<file path="config.mk">
export PLATFORM = sky130hd
export DESIGN_NAME = cv32e40p_prefetch_queue_flat
export DESIGN_NICKNAME = d
export VERILOG_FILES = /design/src/rtl/cv32e40p_prefetch_queue_pkg.sv /design/src/rtl/cv32e40p_prefetch_queue_if.sv /design/src/rtl/cv32e40p_prefetch_fifo.sv /design/src/rtl/cv32e40p_prefetch_queue.sv /design/src/flat_wrapper.sv
export SDC_FILE = /design/constraint.sdc
export NUM_CORES = 1
export LEC_CHECK = 0
export CORE_ASPECT_RATIO = 1.4
export CORE_MARGIN = 4
export CORE_UTILIZATION = 51
export CTS_BUF_LIST = sky130_fd_sc_hd__clkbuf_2 sky130_fd_sc_hd__clkbuf_4 sky130_fd_sc_hd__clkbuf_8
export DETAILED_ROUTE_END_ITERATION = 6
export GPL_TIMING_DRIVEN = 0
export PLACE_DENSITY = 0.82
export SYNTH_ARGS = -nofsm -noshare
export SYNTH_HDL_FRONTEND = slang
export SYNTH_HIERARCHICAL = 1
export SYNTH_SLANG_ARGS = --single-unit
</file>
<file path="constraint.sdc">
create_clock -name clk -period 3.9 [get_ports clk]
set_clock_uncertainty 0.1 [all_clocks]
set_input_delay 0.78 -clock clk [delete_from_list [all_inputs] [get_ports clk]]
set_output_delay 0.78 -clock clk [all_outputs]
set_load 0.02 [all_outputs]
</file>
<file path="src/rtl/cv32e40p_prefetch_queue_pkg.sv">
// cv32e40p_prefetch_queue_pkg: prefetch queue defaults, FIFO entry type and address helper.
package cv32e40p_prefetch_queue_pkg;

    localparam int PREFETCH_DEPTH           = 2;
    localparam int PREFETCH_MAX_OUTSTANDING = 2;

    typedef struct packed {
        logic [31:0] rdata;
        logic        err;
    } fetch_entry_t;

    function automatic logic [31:0] word_align(input logic [31:0] a);
        return a & ~32'h3;
    endfunction

endpackage

</file>
<file path="src/rtl/cv32e40p_prefetch_queue_if.sv">
// cv32e40p_prefetch_queue_if: IF-stage handshake and OBI instruction bus signals of the prefetch queue.
interface cv32e40p_prefetch_queue_if;

    logic        req_i;
    logic        branch_req_i;
    logic [31:0] branch_addr_i;
    logic        fetch_ready_i;
    logic        fetch_valid_o;
    logic [31:0] fetch_rdata_o;
    logic [31:0] fetch_addr_o;
    logic        fetch_err_o;
    logic        trans_valid_o;
    logic        trans_ready_i;
    logic [31:0] trans_addr_o;
    logic        resp_valid_i;
    logic [31:0] resp_rdata_i;
    logic        resp_err_i;
    logic        busy_o;

    modport slave (
        input  req_i, branch_req_i, branch_addr_i, fetch_ready_i,
        input  trans_ready_i, resp_valid_i, resp_rdata_i, resp_err_i,
        output fetch_valid_o, fetch_rdata_o, fetch_addr_o, fetch_err_o,
        output trans_valid_o, trans_addr_o, busy_o
    );

    modport master (
        output req_i, branch_req_i, branch_addr_i, fetch_ready_i,
        output trans_ready_i, resp_valid_i, resp_rdata_i, resp_err_i,
        input  fetch_valid_o, fetch_rdata_o, fetch_addr_o, fetch_err_o,
        input  trans_valid_o, trans_addr_o, busy_o
    );

endinterface

</file>
<file path="src/rtl/cv32e40p_prefetch_fifo.sv">
// cv32e40p_prefetch_fifo: in-order FIFO of fetched words with error flag and synchronous flush.
module cv32e40p_prefetch_fifo
    import cv32e40p_prefetch_queue_pkg::*;
#(
    parameter int DEPTH = PREFETCH_DEPTH
) (
    input  logic                     clk,
    input  logic                     rst,
    input  logic                     flush_i,
    input  logic                     push_i,
    input  fetch_entry_t             wdata_i,
    input  logic                     pop_i,
    output fetch_entry_t             rdata_o,
    output logic [$clog2(DEPTH):0]   count_o,
    output logic                     empty_o,
    output logic                     full_o
);

    localparam int AW = $clog2(DEPTH);

    fetch_entry_t  r_mem [DEPTH];
    logic [AW:0]   r_wptr;
    logic [AW:0]   r_rptr;

    always_ff @(posedge clk or posedge rst) begin
        if (rst) begin
            r_wptr <= '0;
            r_rptr <= '0;
            r_mem  <= '{default: '0};
        end else if (flush_i) begin
            r_wptr <= '0;
            r_rptr <= '0;
        end else begin
            if (push_i) begin
                r_mem[r_wptr[AW-1:0]] <= wdata_i;
                r_wptr                <= r_wptr + (AW+1)'(1);
            end
            if (pop_i)
                r_rptr <= r_rptr + (AW+1)'(1);
        end
    end

    assign count_o = r_wptr - r_rptr;
    assign empty_o = count_o == '0;
    assign full_o  = count_o == (AW+1)'(DEPTH);
    assign rdata_o = r_mem[r_rptr[AW-1:0]];

    a_no_overflow:  assert property (@(posedge clk) disable iff (rst) !(push_i && full_o));
    a_no_underflow: assert property (@(posedge clk) disable iff (rst) !(pop_i && empty_o));

endmodule

</file>
<file path="src/rtl/cv32e40p_prefetch_queue.sv">
// cv32e40p_prefetch_queue: credit-based instruction prefetcher between OBI and the IF stage,
// flushing buffered and in-flight words on a branch.
module cv32e40p_prefetch_queue
    import cv32e40p_prefetch_queue_pkg::*;
#(
    parameter int DEPTH           = PREFETCH_DEPTH,
    parameter int MAX_OUTSTANDING = PREFETCH_MAX_OUTSTANDING
) (
    input logic                        clk,
    input logic                        rst,
    cv32e40p_prefetch_queue_if.slave   bus
);

    localparam int CW = $clog2(MAX_OUTSTANDING + 1);
    localparam int FW = $clog2(DEPTH) + 1;

    logic [CW-1:0] r_cnt;
    logic [CW-1:0] r_flush_cnt;
    logic [31:0]   r_next_addr;
    logic [31:0]   r_fetch_addr;
    logic [FW-1:0] w_count;
    logic          w_empty;
    logic          w_full;
    logic          w_trans_valid;
    logic          w_fetch_valid;
    logic          w_accept;
    logic          w_push;
    logic          w_pop;
    fetch_entry_t  w_head;

    // Outstanding transactions reserve FIFO slots, so a response always has room.
    assign w_trans_valid = bus.req_i & ~bus.branch_req_i
                         & (32'(r_cnt) < MAX_OUTSTANDING)
                         & (32'(r_cnt) + 32'(w_count) < DEPTH);
    assign w_accept      = w_trans_valid & bus.trans_ready_i;
    assign w_push        = bus.resp_valid_i & ~bus.branch_req_i & (r_flush_cnt == '0);
    assign w_fetch_valid = ~w_empty & ~bus.branch_req_i;
    assign w_pop         = w_fetch_valid & bus.fetch_ready_i;

    cv32e40p_prefetch_fifo #(.DEPTH(DEPTH)) u_fifo (
        .clk     (clk),
        .rst     (rst),
        .flush_i (bus.branch_req_i),
        .push_i  (w_push),
        .wdata_i ({bus.resp_rdata_i, bus.resp_err_i}),
        .pop_i   (w_pop),
        .rdata_o (w_head),
        .count_o (w_count),
        .empty_o (w_empty),
        .full_o  (w_full)
    );

    always_ff @(posedge clk or posedge rst) begin
        if (rst) begin
            r_cnt        <= '0;
            r_flush_cnt  <= '0;
            r_next_addr  <= '0;
            r_fetch_addr <= '0;
        end else begin
            r_cnt        <= (w_accept & ~bus.resp_valid_i) ? r_cnt + CW'(1) :
                            (~w_accept & bus.resp_valid_i) ? r_cnt - CW'(1) : r_cnt;
            // A response landing in the branch cycle is dropped here, so it is not counted.
            r_flush_cnt  <= bus.branch_req_i ? r_cnt - CW'(bus.resp_valid_i) :
                            (bus.resp_valid_i && r_flush_cnt != '0) ? r_flush_cnt - CW'(1) : r_flush_cnt;
            r_next_addr  <= bus.branch_req_i ? word_align(bus.branch_addr_i) :
                            w_accept ? r_next_addr + 32'd4 : r_next_addr;
            r_fetch_addr <= bus.branch_req_i ? word_align(bus.branch_addr_i) :
                            w_pop ? r_fetch_addr + 32'd4 : r_fetch_addr;
        end
    end

    assign bus.trans_valid_o = w_trans_valid;
    assign bus.trans_addr_o  = r_next_addr;
    assign bus.fetch_valid_o = w_fetch_valid;
    assign bus.fetch_rdata_o = w_head.rdata;
    assign bus.fetch_err_o   = w_head.err;
    assign bus.fetch_addr_o  = r_fetch_addr;
    assign bus.busy_o        = (r_cnt != '0) | ~w_empty;

    a_resp_expected: assert property (@(posedge clk) disable iff (rst) !(bus.resp_valid_i && r_cnt == '0));

endmodule

</file>
<file path="src/flat_wrapper.sv">
// flat-port wrapper written by rule: the top's interface ports become plain ports
module cv32e40p_prefetch_queue_flat import cv32e40p_prefetch_queue_pkg::*;
#(
    parameter int DEPTH           = PREFETCH_DEPTH,
    parameter int MAX_OUTSTANDING = PREFETCH_MAX_OUTSTANDING
)
  (clk, rst, bus_req_i, bus_branch_req_i, bus_branch_addr_i, bus_fetch_ready_i, bus_trans_ready_i, bus_resp_valid_i, bus_resp_rdata_i, bus_resp_err_i, bus_fetch_valid_o, bus_fetch_rdata_o, bus_fetch_addr_o, bus_fetch_err_o, bus_trans_valid_o, bus_trans_addr_o, bus_busy_o);
  cv32e40p_prefetch_queue_if bus_i ();
  input logic clk;
  input logic rst;
  input wire logic [$bits(bus_i.req_i)-1:0] bus_req_i;
  input wire logic [$bits(bus_i.branch_req_i)-1:0] bus_branch_req_i;
  input wire logic [$bits(bus_i.branch_addr_i)-1:0] bus_branch_addr_i;
  input wire logic [$bits(bus_i.fetch_ready_i)-1:0] bus_fetch_ready_i;
  input wire logic [$bits(bus_i.trans_ready_i)-1:0] bus_trans_ready_i;
  input wire logic [$bits(bus_i.resp_valid_i)-1:0] bus_resp_valid_i;
  input wire logic [$bits(bus_i.resp_rdata_i)-1:0] bus_resp_rdata_i;
  input wire logic [$bits(bus_i.resp_err_i)-1:0] bus_resp_err_i;
  output wire logic [$bits(bus_i.fetch_valid_o)-1:0] bus_fetch_valid_o;
  output wire logic [$bits(bus_i.fetch_rdata_o)-1:0] bus_fetch_rdata_o;
  output wire logic [$bits(bus_i.fetch_addr_o)-1:0] bus_fetch_addr_o;
  output wire logic [$bits(bus_i.fetch_err_o)-1:0] bus_fetch_err_o;
  output wire logic [$bits(bus_i.trans_valid_o)-1:0] bus_trans_valid_o;
  output wire logic [$bits(bus_i.trans_addr_o)-1:0] bus_trans_addr_o;
  output wire logic [$bits(bus_i.busy_o)-1:0] bus_busy_o;
  assign bus_i.req_i = bus_req_i;
  assign bus_i.branch_req_i = bus_branch_req_i;
  assign bus_i.branch_addr_i = bus_branch_addr_i;
  assign bus_i.fetch_ready_i = bus_fetch_ready_i;
  assign bus_i.trans_ready_i = bus_trans_ready_i;
  assign bus_i.resp_valid_i = bus_resp_valid_i;
  assign bus_i.resp_rdata_i = bus_resp_rdata_i;
  assign bus_i.resp_err_i = bus_resp_err_i;
  assign bus_fetch_valid_o = bus_i.fetch_valid_o;
  assign bus_fetch_rdata_o = bus_i.fetch_rdata_o;
  assign bus_fetch_addr_o = bus_i.fetch_addr_o;
  assign bus_fetch_err_o = bus_i.fetch_err_o;
  assign bus_trans_valid_o = bus_i.trans_valid_o;
  assign bus_trans_addr_o = bus_i.trans_addr_o;
  assign bus_busy_o = bus_i.busy_o;
  cv32e40p_prefetch_queue #(.DEPTH(DEPTH), .MAX_OUTSTANDING(MAX_OUTSTANDING)) u_core (.clk(clk), .rst(rst), .bus(bus_i));
endmodule
</file>
== Yosys cells after proc, flatten, opt, wreduce, memory -nomap -nowiden ==
Index checks and enable logic that the tools add are counted.
W data, S select, Z words.

* ROM bits: 0
* Logic and storage cells: 72
* Bits in registers: 138
* Latch bits: 0
* Bits of input ports: 72
* Memories: 0
* Memory bits (writable): 0
* Output and inout bits: 100

* Divide/modulo/power cells: 0
* Mux-type cells: 18
* Shifts and indexed selects: 0
* Add/sub/neg operators: 10
* $mul: 0
* Order comparisons: 5
* Bitwise gates (word level): 17
* Equality and inequality tests: 0
* Reductions and logical operators: 12

{| class="wikitable"
|+ Operator list
! operator !! number
|-
| $mux W33 || 4
|-
| $mux W32 || 4
|-
| $bwmux W66 || 1
|-
| $add A32 B3 Y32 const B || 2
|-
| $demux W33 S1 || 1
|-
| $lt A32 B2 Y1 const B || 1
|-
| $mux W2 || 8
|-
| $reduce_bool A2 Y1 || 7
|-
| $and A1 B1 Y1 || 10
|-
| $add A2 B1 Y2 const B || 3
|-
| $ge A2 B2 Y1 const B || 2
|-
| $logic_not A2 Y1 || 2
|-
| $not A1 Y1 || 4
|-
| $not A1 Y2 || 2
|-
| $sub A2 B1 Y2 const B || 2
|-
| $add A2 B2 Y3 || 1
|-
| $logic_and A1 B1 Y1 || 2
|-
| $lt A2 B1 Y1 const B || 1
|-
| $lt A2 B2 Y1 const B || 1
|-
| $reduce_and A2 Y1 || 1
|-
| $sub A2 B1 Y2 || 1
|-
| $sub A2 B2 Y2 || 1
|-
| $or A1 B1 Y1 || 1
|}

== Logic depth before layout (Yosys ltp) ==
* Depth in word-level cells: 9
* Depth in mapped cells: 14
* Gate-level depth less buffers: 12

== Hierarchy ==
Netlist, hierarchy kept.

{| class="wikitable"
|+ By module, submodules not included
! module !! cells each !! seq. area each (µm²) !! instances !! area an instance (µm²)
|-
| cv32e40p_prefetch_queue || 399 || 1601.5 || 1 || 3801.1
|-
| cv32e40p_prefetch_fifo || 200 || 1751.7 || 1 || 3110.5
|}

== Worst setup path after synthesis ==
Ideal clock, no wire load.

* Kind: reg2out
* From: register u_core.u_fifo.r_wptr[0]
* To: output bus_trans_valid_o
* Path slack: 771 ps
* Buffers on the path: 1
* Required time: 3020 ps
* Data arrival time: 2249 ps
* Cell stages (with the launch flop): 9
* Path through: dfrtp_1 buf_2 inv_1 ha_1 inv_1 and2_1 fa_1 or4b_4 nor2_1

* Cells in the longest elaborated chain, start to end: 4

{| class="wikitable"
|+ Ends and longest elaborated chain
! element !! line !! text
|-
| from (decl) || cv32e40p_prefetch_fifo.sv:22 || <nowiki>logic [AW:0] r_wptr;</nowiki>
|-
| from (signal assigned) || cv32e40p_prefetch_fifo.sv:36 || <nowiki>r_wptr <= r_wptr + (AW+1)'(1);</nowiki>
|-
| $sub A2 B2 Y2 || cv32e40p_prefetch_fifo.sv:43 || <nowiki>assign count_o = r_wptr - r_rptr;</nowiki>
|-
| via u_core.w_count[0] || cv32e40p_prefetch_queue.sv:21 || <nowiki>logic [FW-1:0] w_count;</nowiki>
|-
| $add A2 B2 Y3 || cv32e40p_prefetch_queue.sv:34 || <nowiki>& (32'(r_cnt) + 32'(w_count) < DEPTH);</nowiki>
|-
| $lt A32 B2 Y1 || cv32e40p_prefetch_queue.sv:34 ||
|-
| $and A1 B1 Y1 || cv32e40p_prefetch_queue.sv:34 ||
|-
| to (decl) || flat_wrapper.sv:23 || <nowiki>output wire logic [$bits(bus_i.trans_valid_o)-1:0] bus_trans_valid_o;</nowiki>
|}

The timed path passes the listed nets, and every way through them passes these cells.

== Worst setup path after layout ==
Same ends and word-level chain as after synthesis.

==> flow_metrics.tcl <==
set metrics [dict create \
    critPathMaxFanout 6 \
    drc_errors 0 \
    synthCells 598 \
    cp-start-kind "flip-flop" \
    slew_viol_final 0 \
    utilization_pct 69.5 \
    fp.dieH_um 146 \
    peakVddDrop_v 0.000475 \
    clk_latency_ps 440 \
    rows 50 \
    drv_cap 0 \
    layout_common_cells "164 x clkdlybuf4s50_1, 134 x dfrtp_1, 111 x mux2_2, 49 x nand2_1, 28 x xnor2_1" \
    clk_path_buf_depth 2 \
    vias_per_cell 5.70 \
    cp.required_ps 3020 \
    fin_crit_sh_pct 96.1 \
    wl_um 19400 \
    first_global_vias 5974 \
    io_buffers 165 \
    critical_path_class "flip-flop to output pin" \
    gp_congestion 0.922 \
    antenna_found_initial 0 \
    final_common_cell "clkdlybuf4s50_1" \
    rsz0062_at_grt "false" \
    grt_pass1_wl_um 31100 \
    cts_tree "done" \
    gr-total-overflow 0 \
    fin_total_pwr_mw 5.12 \
    cellPowerDensity_nw_per_um2 552 \
    path_clk_slew_ps 80 \
    drive_above_1_share_pct 23.5 \
    dr_total_vias 5596 \
    clock-root-buffer "clkbuf_8" \
    core_sq_um 13300 \
    cts_buffers 17 \
    start_util_pct 51.8 \
    diodes 0 \
    holdBufCountCts 0 \
    first_pass_iters 4 \
    cp.arrival_ps 2870 \
    syn_to_final_growth_pct 34.1 \
    setup_viol 0 \
    worst_pin_slew_ps 775 \
    period_needed_ps 3750 \
    h-tree-depth 4 \
    drtAntennaViolNets 0 \
    dieArea_sq_um 15500 \
    io_pins 172 \
    yosysWarnings 6 \
    cts_sinks 134 \
    dp_hpwl_um 14700 \
    timing_hold_violations_final 0 \
    p_leak_nw 3.90 \
    drt_iter0_drc 300 \
    post_drt_wl_per_cell_um 19.7 \
    hold_path.class "flip-flop to flip-flop" \
    die-width_um 106 \
    slew_headroom_pct 48.2 \
    status "finished clean" \
    syn_area_per_cell_sq_um 11.6 \
    final_nets 866 \
    grt_max_degree 38 \
    gr-usage-all-layers_pct 25.5 \
    synth_area_sq_um 6910 \
    clock.fmax_ghz 0.267 \
    endpoint_kind "output pin" \
]
metrics by stage:
step	instances	cell area (sq um)	TNS, ps	hold slack, ps	worst slack, ps
floorplan	601	6920	0	354	784
global placement	948	8800	0	364	63.0
detailed placement	950	8840	-57.1	373	-15.5
CTS	982	9270	0	392	1.65
global route	982	9270	0	398	61.5
finish	982	9270	0	388	152
registers in the layout, indices dropped and copies added (netlist names):
register and cells:
u_core/u_fifo/r_mem 66, u_core/bus.fetch_addr_o 30, u_core/bus.trans_addr_o 30, u_core/r_cnt 2
u_core/r_flush_cnt 2, u_core/u_fifo/r_rptr 2, u_core/u_fifo/r_wptr 2
path summary, 6_finish.rpt:
kind,from,end,slack (ps),cells past startpoint
max,u_core/u_fifo/r_wptr[0],bus_trans_valid_o,150,9
min,u_core/u_fifo/r_mem[52],u_core/u_fifo/r_mem[52],390,1
max reg2reg,u_core/u_fifo/r_wptr[0],u_core/r_cnt[1],530,14
min reg2reg,u_core/u_fifo/r_mem[52],u_core/u_fifo/r_mem[52],390,1
max in group asynchronous,rst,u_core/u_fifo/r_mem[57],2280,3
min in group asynchronous,rst,u_core/bus.trans_addr_o[26],730,2
report_power, final:
part,switching [mW],internal [mW],leakage [nW]
clock,0.581,0.674,0.209
sequential,0.262,1.75,1.67
combinational,0.849,1.00,2.02
total,1.69,3.43,3.90
per-layer routing:
metal / track usage, % / routed length (um) / vias up
li1: - / - / 2527
met1: 28.2 / 6680 / 2737
met2: 45.8 / 10300 / 293
met3: 7.68 / 1880 / 39
met4: 8.94 / 535 / 0
met5: 0 / 0 / -
area by class of cell:
class / instances / area (sq um)
multi-input cells: 422 / 3290
clock buffers: 19 / 262
well taps: 182 / 228
repair buffers: 167 / 1690
fillers: 960 / 4060
flip-flops and latches: 134 / 3350
plain buffers: 31 / 221
inverters: 14 / 53.8
clock inverters: 13 / 170
critical path, cell delays in order, from the launching register on:
cell and delay (ps):
dfrtp_1 320, buf_2 190, inv_1 60, ha_1 290, inv_1 40, and2_1 150
fa_1 440, or4b_4 560, nor2_1 180, clkbuf_2 210
repair_timing:
| action | CTS | global route |
|---|---|---|
| resized for setup | 1 | 2 |
| endpoints found under the setup margin | 1 | 1 |
| setup buffers | 0 | 0 |
| gates cloned | 0 | 0 |
No activity file was read; power rests on OpenSTA's default activity.
